--- src/rtl/key_event_decoder.sv ---
// key_event_decoder
//   Sits between the UART receiver and the game Machine FSM. Received key
//   bytes are turned into held movement directions (so movement survives the
//   UART key-repeat gap) and a small queue of action commands (so presses are
//   not lost while Machine is busy). The last received byte is republished on
//   `key` for existing consumers. Every output comes from a register; there is
//   no combinational path from rx_* to any output.
//
// Ports
//   clk         system clock (100 MHz)
//   reset_n     synchronous, active-low reset
//   rx_data     byte from the UART receiver
//   rx_valid    one-cycle strobe, rx_data valid this cycle
//   key         last byte received, unfolded
//   move_dir    held directions {up, down, left, right} = bits [3:0]
//   act_valid   action queue non-empty
//   act_code    head action: 0 confirm, 1 cancel, 2 heal (0 when empty)
//   act_ready   consumer accepts the head action
//   drop_pulse  one-cycle pulse: an action was discarded because the queue was full
//
// Handshake: the head entry transfers on a clk edge where act_valid and
// act_ready are both 1. act_code is held stable while act_valid=1 and
// act_ready=0; act_ready while act_valid=0 has no effect.
module key_event_decoder #(
    parameter int HOLD_CYCLES = 5_000_000,
    parameter int DEPTH       = 4
) (
    input  logic       clk,
    input  logic       reset_n,
    input  logic [7:0] rx_data,
    input  logic       rx_valid,
    output logic [7:0] key,
    output logic [3:0] move_dir,
    output logic       act_valid,
    output logic [1:0] act_code,
    input  logic       act_ready,
    output logic       drop_pulse
);

    localparam int CW = $clog2(HOLD_CYCLES + 1);
    localparam int PW = $clog2(DEPTH);
    localparam int NW = $clog2(DEPTH) + 1;
    localparam logic [CW-1:0] HOLD_LOAD = CW'(HOLD_CYCLES);
    localparam logic [NW-1:0] DEPTH_N   = NW'(DEPTH);

    // ------------------------------------------------------------------
    // Byte classification (lower-case letters folded to upper case)
    // ------------------------------------------------------------------
    logic [7:0] folded;
    logic [3:0] dirPress;
    logic       actPress;
    logic [1:0] actCode;

    always_comb begin
        folded   = rx_data;
        dirPress = 4'b0000;
        actPress = 1'b0;
        actCode  = 2'd0;
        if (rx_data >= 8'h61 && rx_data <= 8'h7A) begin
            folded = rx_data & 8'hDF;
        end
        if (rx_valid) begin
            case (folded)
                8'h57: dirPress[3] = 1'b1;              // W up
                8'h53: dirPress[2] = 1'b1;              // S down
                8'h41: dirPress[1] = 1'b1;              // A left
                8'h44: dirPress[0] = 1'b1;              // D right
                8'h20, 8'h0D: begin                     // space / CR confirm
                    actPress = 1'b1;
                    actCode  = 2'd0;
                end
                8'h58: begin                            // X cancel
                    actPress = 1'b1;
                    actCode  = 2'd1;
                end
                8'h48: begin                            // H heal
                    actPress = 1'b1;
                    actCode  = 2'd2;
                end
                default: ;
            endcase
        end
    end

    always_ff @(posedge clk) begin
        if (!reset_n) begin
            key <= 8'h00;
        end else if (rx_valid) begin
            key <= rx_data;
        end
    end

    // ------------------------------------------------------------------
    // Direction hold counters. Bit pairs {3,2} and {1,0} are opposites,
    // so the opposite of bit i is bit i^1: pressing one clears the other
    // in the same edge, giving no overlap cycle.
    // ------------------------------------------------------------------
    for (genvar i = 0; i < 4; i++) begin : gHold
        logic [CW-1:0] holdCnt;

        always_ff @(posedge clk) begin
            if (!reset_n) begin
                holdCnt <= '0;
            end else if (dirPress[i]) begin
                holdCnt <= HOLD_LOAD;
            end else if (dirPress[i ^ 1]) begin
                holdCnt <= '0;
            end else if (holdCnt != '0) begin
                holdCnt <= holdCnt - CW'(1);
            end
        end

        assign move_dir[i] = (holdCnt != '0);
    end

    // ------------------------------------------------------------------
    // Action queue: circular buffer, pointers wrap naturally (DEPTH is a
    // power of two). A push into a full queue is still accepted when the
    // head leaves in the same cycle.
    // ------------------------------------------------------------------
    logic [1:0]    mem [DEPTH];
    logic [PW-1:0] rdPtr;
    logic [PW-1:0] wrPtr;
    logic [NW-1:0] count;
    logic          pop;
    logic          push;
    logic          drop;

    assign act_valid = (count != '0);
    assign pop       = act_valid & act_ready;
    assign push      = actPress & ((count < DEPTH_N) | pop);
    assign drop      = actPress & ~push;
    assign act_code  = act_valid ? mem[rdPtr] : 2'd0;

    always_ff @(posedge clk) begin
        if (!reset_n) begin
            rdPtr      <= '0;
            wrPtr      <= '0;
            count      <= '0;
            drop_pulse <= 1'b0;
        end else begin
            if (push) begin
                wrPtr <= wrPtr + PW'(1);
            end
            if (pop) begin
                rdPtr <= rdPtr + PW'(1);
            end
            case ({push, pop})
                2'b10:   count <= count + NW'(1);
                2'b01:   count <= count - NW'(1);
                default: count <= count;
            endcase
            drop_pulse <= drop;
        end
    end

    // Storage needs no reset: entries are only visible while count covers them.
    always_ff @(posedge clk) begin
        if (reset_n && push) begin
            mem[wrPtr] <= actCode;
        end
    end

endmodule

--- config.mk ---
export PLATFORM = sky130hd
export DESIGN_NAME = key_event_decoder
export DESIGN_NICKNAME = d
export VERILOG_FILES = /design/src/rtl/key_event_decoder.sv
export SDC_FILE = /design/constraint.sdc
export NUM_CORES = 1
export LEC_CHECK = 0
export BUFFER_PORTS_ARGS = -buffer_cell sky130_fd_sc_hd__buf_2
export CAP_MARGIN = 20
export CELL_PAD_IN_SITES_DETAIL_PLACEMENT = 0
export CELL_PAD_IN_SITES_GLOBAL_PLACEMENT = 1
export CORE_ASPECT_RATIO = 1.1
export CORE_MARGIN = 10
export CORE_UTILIZATION = 42
export CTS_CLUSTER_SIZE = 25
export DETAILED_ROUTE_END_ITERATION = 12
export PLACE_DENSITY = 0.74
export SLEW_MARGIN = 25
export SYNTH_ARGS = -nofsm -noshare
export SYNTH_HDL_FRONTEND = slang
export SYNTH_SLANG_ARGS = --single-unit
export TNS_END_PERCENT = 1
--- constraint.sdc ---
create_clock -name clk -period 2.1 [get_ports clk]
set_input_delay 0.21 -clock clk [delete_from_list [all_inputs] [get_ports clk]]
set_output_delay 0.21 -clock clk [all_outputs]
set_load 0.01 [all_outputs]
==> key figures, run 1 <==
Timing
  • Setup WS post-layout: -112.9 ps
  • Final Hold Slack: 104.5 ps
  • Post-route clock skew: between 5 and 6 ps
  • Period utilisation layout: 105.4%
  • Period minus WS final: around 2200 ps
  • Slew @ Worst Pin: a little under 400 ps
  • Slew headroom: about three quarters
  • # setup viols final: 6
  • RSZ-0062 raised after global routing: true
  • TNS Setup: -394.0 ps
  • Fmax: about 0.45 GHz
  • Final Slew Violations: 0
  • Endpoints failing hold: 0

Layout
  • Fill count: about 1200
  • Fin nets: between 700 and 800
  • Share of layout cells above drive strength 1: between 20 and 25%
  • Final instance area: around 7200 sq um
  • Inserted Diodes: 0
  • Synth-to-layout area growth: 29.67%

CTS
  • Clock-pin slew on the worst setup and hold paths: about 50 ps
  • CTS H-tree depth: 4
  • Clk_lat worst skew: around 410 ps
  • CTS max path bufs: 2
  • CTS sink count: between 100 and 150
  • Num CTS Buffers: 17
  • Root Driver: clkbuf_16
  • CTS tree: built

Die
  • Die Y: between 100 and 150 um
  • IO Count: 28
  • Die Area: around 18000 sq um
  • # rows: 43
  • Core area: roughly 13000 sq um
  • Die W: 129.6 um
  • Initial Util: 43.52%

GRT
  • GRT Util Overall: 13.94%
  • Vias in the first global route: between 4000 and 5000
  • First-pass GRT wire length: 20.90 mm
  • Largest net degree at the start of global routing: 31
  • Antenna violations before repair: 1
  • GR Overflow Total: 0

Outcome
  • Violated checks: negative setup slack
  • Status: complete, but fails checks

Setup path
  • Worst setup SP type: flop
  • CP most frequent cell: buf_6
  • Crit path largest cell delay: roughly 530 ps
  • RR Endpoint: gHold[2].holdCnt[19]
  • Crit path from: gHold[1].holdCnt[6]
  • Crit path cell chain: or4_4, buf_6, nor4_4, and2_4, inv_2, buf_6
  • R2R Setup Slk: -40 ps
  • Critical Path AT: approximately 2000 ps
  • Worst path depth: 6
  • Setup crit end kind: primary output
  • Buf/Inv on CP: 3
  • CP max FO: 2
  • Worst R2R Path Depth: 7
  • Top Family by Delay on Critical Path: simple AND/OR/NAND/NOR gates
  • Critical Path End: move_dir[1]
  • Crit-path slowest cell: or4_4
  • Reg2reg start: gHold[2].holdCnt[20]
  • Critical Path RT: 1890 ps
  • WS Path Type: flop to primary output

Power
  • Internal power: between 7 and 8 mW
  • Share of power burned in registers: 29.0%
  • Sw Pwr: about 4.2 mW
  • Combinational Power Share: approximately 48%
  • Switch share: 36.54%
  • Tot Pwr: ~11 mW
  • Worst vdd ir: 0.8700 mV
  • P_leak: 2.893 nW
  • Clock share of power: 23.5%
  • Power Dens Cells: about 1600 nW/um^2

Drt
  • Total number of vias: roughly 4700
  • Detailed-route DRC error count: 0
  • Detail Route Antenna Nets: 0
  • Drt initial violations: roughly 220
  • Drt wl/cell: roughly 13 um
  • Total Wirelength: 12.09 mm
  • TritonRoute pass-1 iters: 4
  • Via/cell ratio: 5.234

Synth
  • Cell Area, Synth: roughly 5500 sq um
  • Synthesized area per cell: between 8 and 9 sq um
  • Synth Flop Type: dfxtp_1
  • Synthesized Nets: 644
  • Ys async rst share: 0%
  • Yosys warns: 0
  • Post-synthesis sequential area ratio: 44.01%
  • Count of different cell masters after synthesis: 54
  • Number of synthesized register bits: around 120
  • Number of flops mapped to enable cells by yosys: 8
  • Mapped Cells: a little over 600

Place
  • RD Place Congestion: just over 0.8
  • Post-DP HPWL: 8.489 mm
  • Placed cell area: between 6000 and 7000 sq um
  • PortBufs: 27

Hold path
  • Hold crit path type: input port to flop

Flow run
  • Max-cap violations: 0
[final cells by class]
type,count,area (sq um),share of cell area (%)
clock buffer,19,432.9,6.016
clock inverter,13,113.9,1.582
inverter,18,67.56,0.9390
multi-input combinational,471,3188,44.31
sequential,118,2451,34.06
tap,157,196.4,2.730
timing repair buffer,101,745.7,10.36
[routing by layer]
| layer | track usage (%) | wire length (um) | vias up |
|---|---|---|---|
| met3 | 3.964 | 371 | 18 |
| met2 | 22.20 | 5841 | 44 |
| li1 | - | - | 2400 |
| met5 | 0 | 13 | - |
| met4 | 6.102 | 209 | 2 |
| met1 | 17.05 | 5654 | 2231 |
[tightest hold or removal path, cell delays in order]
cell,delay (ps)
buf_2,110
mux2i_1,70
nor2b_1,90
[cell usage after synthesis (2+ instances only)]
cell type | n | area, sq um
dfxtp_1 | 110 | 2202
nand4_1 | 8 | 50.05
a21boi_0 | 5 | 37.54
and3_1 | 2 | 12.51
a211oi_1 | 5 | 37.54
nor2_1 | 94 | 352.8
mux4_2 | 2 | 45.04
clkbuf_1 | 13 | 48.80
a21oi_1 | 18 | 90.09
or3_1 | 13 | 81.33
or2_2 | 2 | 12.51
inv_1 | 17 | 63.81
nor3b_1 | 3 | 22.52
o41ai_1 | 3 | 26.28
nor4_1 | 25 | 156.4
and2_1 | 23 | 143.9
o31ai_1 | 2 | 15.01
or4_1 | 13 | 97.59
o211ai_1 | 2 | 15.01
o21ai_0 | 24 | 120.1
mux2i_1 | 11 | 110.1
nor2b_1 | 12 | 75.07
or4_4 | 3 | 33.78
nand4b_1 | 5 | 43.79
and2_0 | 2 | 12.51
a31oi_1 | 2 | 12.51
nand2b_1 | 7 | 43.79
xnor2_1 | 46 | 402.9
xor2_1 | 28 | 245.2
ha_1 | 9 | 112.6
nand3_1 | 18 | 90.09
nand3b_1 | 4 | 30.03
nor3_1 | 26 | 130.1
nand2_1 | 38 | 142.6
edfxtp_1 | 8 | 240.2
[cells in the final DEF, fill, tap and decap left out, drive strengths merged, types with 7 or more instances in the layout]
cell,Yosys,layout
dfxtp,110,110
buf,2,101
nor2,95,95
xnor2,46,46
nand2,38,38
xor2,28,28
nor4,27,27
nor3,26,26
o21ai,26,26
and2,25,25
clkbuf,13,19
a21oi,18,18
inv,18,18
nand3,18,18
or4,16,16
or3,13,13
nor2b,12,12
mux2i,11,11
clkinv,0,10
ha,9,9
nand4,8,8
edfxtp,8,8
nand2b,7,7
[registers in the layout (all words and copies together) (netlist names), named ones only]
signal / count
drop_pulse: 1
key: 8
mem: 8
wrPtr: 2
gHold.holdCnt: 92
rdPtr: 2
count: 3
[power groups by stage]
stage	clock, mW	sequential, mW	combinational (mW)
2_1_floorplan	0	3.23	3.37
3_3_place_gp	0	3.27	4.72
3_5_place_dp	0	3.29	4.78
4_1_cts	2.73	3.27	5.25
5_1_grt	2.83	3.38	6.09
6_report	2.67	3.30	5.40
[timing repair]
item	4_1_cts	5_1_grt
resized for setup	29	29
hold buffers	0	0
endpoints found under the setup margin	27	54
pin swaps	9	5
setup buffers	10	0
[worst min path at each step]
stage	from	endpoint	slack [ps]	depth (start not counted)
4_1_cts	rx_data[1]	key[1]	90	3
5_1_grt	rx_data[1]	key[1]	100	3
6_report	rx_data[1]	key[1]	100	3
3_5_place_dp	gHold[0].holdCnt[5]	gHold[0].holdCnt[5]	450	2
3_3_place_gp	gHold[0].holdCnt[5]	gHold[0].holdCnt[5]	450	2
2_1_floorplan	rx_data[0]	key[0]	380	2
[kinds of logic after synthesis]
kind of cell | share of synthesized area [%]
muxes | 2.999
DFF | 44.01
buffers and inverters | 2.255
AOI/OAI and AO/OA | 7.802
xor gates and xnor gates | 11.68
adders and majority gates | 2.390
and+or+nand+nor | 28.86
[metrics by stage]
stage          utilization (%)  setup slack [ps]  std cells
6_report                 56.43            -112.9        897
5_1_grt                  56.43            -214.4        897
4_1_cts                  55.49            -129.7        897
3_5_place_dp             49.68            -156.3        855
3_3_place_gp             49.68            -62.29        855
2_1_floorplan                -            -60.45        622
No activity file was read; power rests on OpenSTA's default activity.
==> run 2, diff against run 1 <==
--- a/config.mk
+++ b/config.mk
@@ -11,10 +11,10 @@
 export CELL_PAD_IN_SITES_GLOBAL_PLACEMENT = 1
 export CORE_ASPECT_RATIO = 1.1
 export CORE_MARGIN = 10
-export CORE_UTILIZATION = 42
+export CORE_UTILIZATION = 45
 export CTS_CLUSTER_SIZE = 25
 export DETAILED_ROUTE_END_ITERATION = 12
-export PLACE_DENSITY = 0.74
+export PLACE_DENSITY = 0.75
 export SLEW_MARGIN = 25
 export SYNTH_ARGS = -nofsm -noshare
 export SYNTH_HDL_FRONTEND = slang
==> constraint.sdc (replaced) <==
create_clock -name clk -period 2.7 [get_ports clk]
set_input_delay 0.27 -clock clk [delete_from_list [all_inputs] [get_ports clk]]
set_output_delay 0.27 -clock clk [all_outputs]
set_load 0.01 [all_outputs]
==> run 2 against run 1 <==
The flow now finishes without violations. Clock skew is 7.9 ps higher. Sequential share of layout area is 3.3 points higher. Cell area is 9.2% lower. Via count is 6.4% lower. Final cell count is 7.0% lower. Hold slack better by 33 ps. Non-clock buffer count is 59 lower. Sequential power is 22% lower. Largest power group unchanged. Largest cell class unchanged. Clock power is 21% lower. First-iteration DRC count is 6.5% lower. Critical endpoint is now move_dir[2]. Clock-buffer cell count is 8 higher. Global-route usage is 0.081 points lower.
==> key figures, run 2 (same netlist as run 1, synthesis figures left out) <==
Power
  • Sw Pwr: 2.979 mW (was 4.156 mW)
  • Worst vdd ir: 0.7964 mV (was 0.8700 mV)
  • Internal power: 5.075 mW (was 7.216 mW)
  • Share of power burned in registers: 31.8% (was 29.0%)
  • Tot Pwr: 8.054 mW (was 11.37 mW)
  • Clock share of power: 26.4% (was 23.5%)
  • P_leak: 2.554 nW (was 2.893 nW)
  • Switch share: 36.99% (was 36.54%)
  • Combinational Power Share: 41.8% (was 47.5%)
  • Power Dens Cells: 1232 nW/um^2 (was 1580 nW/um^2)

GRT
  • GR Overflow Total: 0 (unchanged)
  • First-pass GRT wire length: 19.95 mm (was 20.90 mm)
  • Vias in the first global route: 4398 (was 4523)
  • Antenna violations before repair: 1 (unchanged)
  • Largest net degree at the start of global routing: 31 (unchanged)
  • GRT Util Overall: 13.86% (was 13.94%)

Layout
  • Largest registers: gHold.holdCnt: 92 flops, key: 8 flops, mem: 8 flops (unchanged)
  • Max reg flops: 92 (unchanged)
  • Final cell count without fillers: 834 (was 897)
  • Share of layout cells above drive strength 1: 12.81% (was 24.86%)
  • Fin nets: 690 (was 749)
  • Most flops, register: gHold.holdCnt (unchanged)
  • Most frequent cells in the layout: 110 x dfxtp_1, 94 x nor2_1, 46 x xnor2_1, 38 x nand2_1, 28 x xor2_1 (was 103 x dfxtp_1, 94 x nor2_1, 69 x buf_4, 45 x xnor2_1, 37 x nand2_1)
  • Util after Layout: 54.31% (was 56.43%)
  • Synth-to-layout area growth: 17.79% (was 29.67%)
  • Commonest non-fill, non-tap cell in the layout: dfxtp_1 (unchanged)

Drt
  • Total number of vias: 4396 (was 4695)
  • Detail Route Antenna Nets: 0 (unchanged)
  • Total Wirelength: 11.35 mm (was 12.09 mm)
  • Detailed-route DRC error count: 0 (unchanged)
  • Via/cell ratio: 5.271 (was 5.234)
  • Drt wl/cell: 13.61 um (was 13.48 um)
  • Drt initial violations: 203 (was 217)
  • TritonRoute pass-1 iters: 4 (unchanged)

Hold path
  • WHS Path Cells: 3 (unchanged)
  • Hold crit path type: input port to flop (unchanged)

Place
  • RD Place Congestion: 0.7929 (was 0.8055)
  • Post-DP HPWL: 8.206 mm (was 8.489 mm)
  • Inst Count DP: 803 (was 855)
  • PortBufs: 27 (unchanged)

Timing
  • RSZ-0062 raised after global routing: false (was true)
  • Final Slew Violations: 0 (unchanged)
  • Period utilisation layout: a little over nine tenths
  • TNS Setup: 0 ps (was -394.0 ps)
  • Fmax: between 0.3 and 0.4 GHz
  • Period minus WS final: between 2000 and 3000 ps
  • Slew @ Worst Pin: 612.8 ps (was 389.9 ps)
  • Endpoints failing hold: 0 (unchanged)
  • Final Hold Slack: 137.5 ps (was 104.5 ps)
  • Slew headroom: 58.70% (was 73.76%)
  • Post-route clock skew: 13.53 ps (was 5.589 ps)
  • # setup viols final: 0 (was 6)

Flow run
  • Max-cap violations: 0 (unchanged)

Setup path
  • Worst setup SP type: flop (unchanged)
  • Setup crit end kind: primary output (unchanged)
  • WS Path Type: flop to primary output (unchanged)
  • R2R Setup Slk: 340 ps (was -40 ps)
  • Critical Path RT: 2430 ps (was 1890 ps)
  • Critical Path AT: 2290 ps (was 2000 ps)
  • Worst R2R Path Depth: 6 (was 7)
  • CP max FO: 6 (was 2)

CTS
  • CTS sink count: 118 (unchanged)
  • Clk_lat worst skew: 420 ps (was 410 ps)
  • Post-CTS Setup Bufs: 0 (was 10)
  • Cts hold-fix bufs: 0 (unchanged)
  • CTS tree: built (unchanged)
  • Clock-pin slew on the worst setup and hold paths: 50 ps (about the same)
  • CTS max path bufs: 2 (unchanged)
  • CTS H-tree depth: 4 (unchanged)
  • Root Driver: clkbuf_16 (unchanged)
  • Num CTS Buffers: 17 (unchanged)

Die
  • # rows: 42 (was 43)
  • Initial Util: 46.11% (was 43.52%)
  • Die Area: 17180 sq um (was 18220 sq um)
  • Die W: 125.9 um (was 129.6 um)
  • IO Count: 28 (unchanged)
  • Core area: 12030 sq um (was 12750 sq um)
  • Die Y: 136.5 um (was 140.6 um)

Outcome
  • Status: complete, no violations (was complete, but fails checks)
run 2: cell count changes in the layout (fill, tap and decap cells not counted), moves of 7 or more:
cell and delta:
dfxtp_1 +7, or4_4 -9, buf_4 -55, dfxtp_2 -7
or4_1 +9
run 2: power groups by stage:
| stage | Sequential (mW) | Clock (mW) | Combinational [mW] |
|---|---|---|---|
| after floorplan | 2.51 | 0 | 2.61 |
| after global placement | 2.58 | 0 | 3.27 |
| after detailed placement | 2.59 | 0 | 3.33 |
| after CTS | 2.56 | 2.17 | 3.36 |
| after global routing | 2.63 | 2.24 | 3.85 |
| final | 2.56 | 2.12 | 3.37 |
run 2: layout make-up:
class	count	area, sq um
Multi-Input combinational cell	471	3008
Clock inverter	3	40.04
Tap cell	154	192.7
Timing Repair Buffer	42	260.3
Fill cell	1110	5498
Antenna cell	1	2.502
Inverter	18	67.56
Sequential cell	118	2442
Clock buffer	27	523.0
run 2: what timing repair did:
action	CTS	global route
gates resized for setup	1	4
hold endpoints to repair	0	0
pin swaps	0	1
endpoints found under the setup margin	1	2
run 2: worst max-delay path, cell delays in order, from the launching register on:
cell and delay, ps:
dfxtp_1 350, or4_1 600, nor4_2 460, nand3_2 250, buf_2 220
run 2: path summary, 6_finish.rpt:
check                                          start                   end
worst max-delay path             gHold[2].holdCnt[4]           move_dir[2]
worst min-delay path                        rx_valid            drop_pulse
worst max register to register  gHold[2].holdCnt[20]  gHold[2].holdCnt[19]
worst min register to register  gHold[3].holdCnt[13]  gHold[3].holdCnt[13]
run 2: per-layer routing:
metal	wire length, um	GRT usage [%]	up-vias
met1	5316	15.82	2071
met5	0	0	-
met4	140	5.380	0
met3	381	4.675	19
li1	-	-	2271
met2	5512	23.46	35
run 2: stage by stage:
step | instance area [sq um] | worst slack [ps]
2_1_floorplan | 5549 | 519.2
4_1_cts | 6514 | 28.69
3_3_place_gp | 5944 | 374.7
5_1_grt | 6534 | 4.795
3_5_place_dp | 5944 | 307.7
6_report | 6536 | 136.2
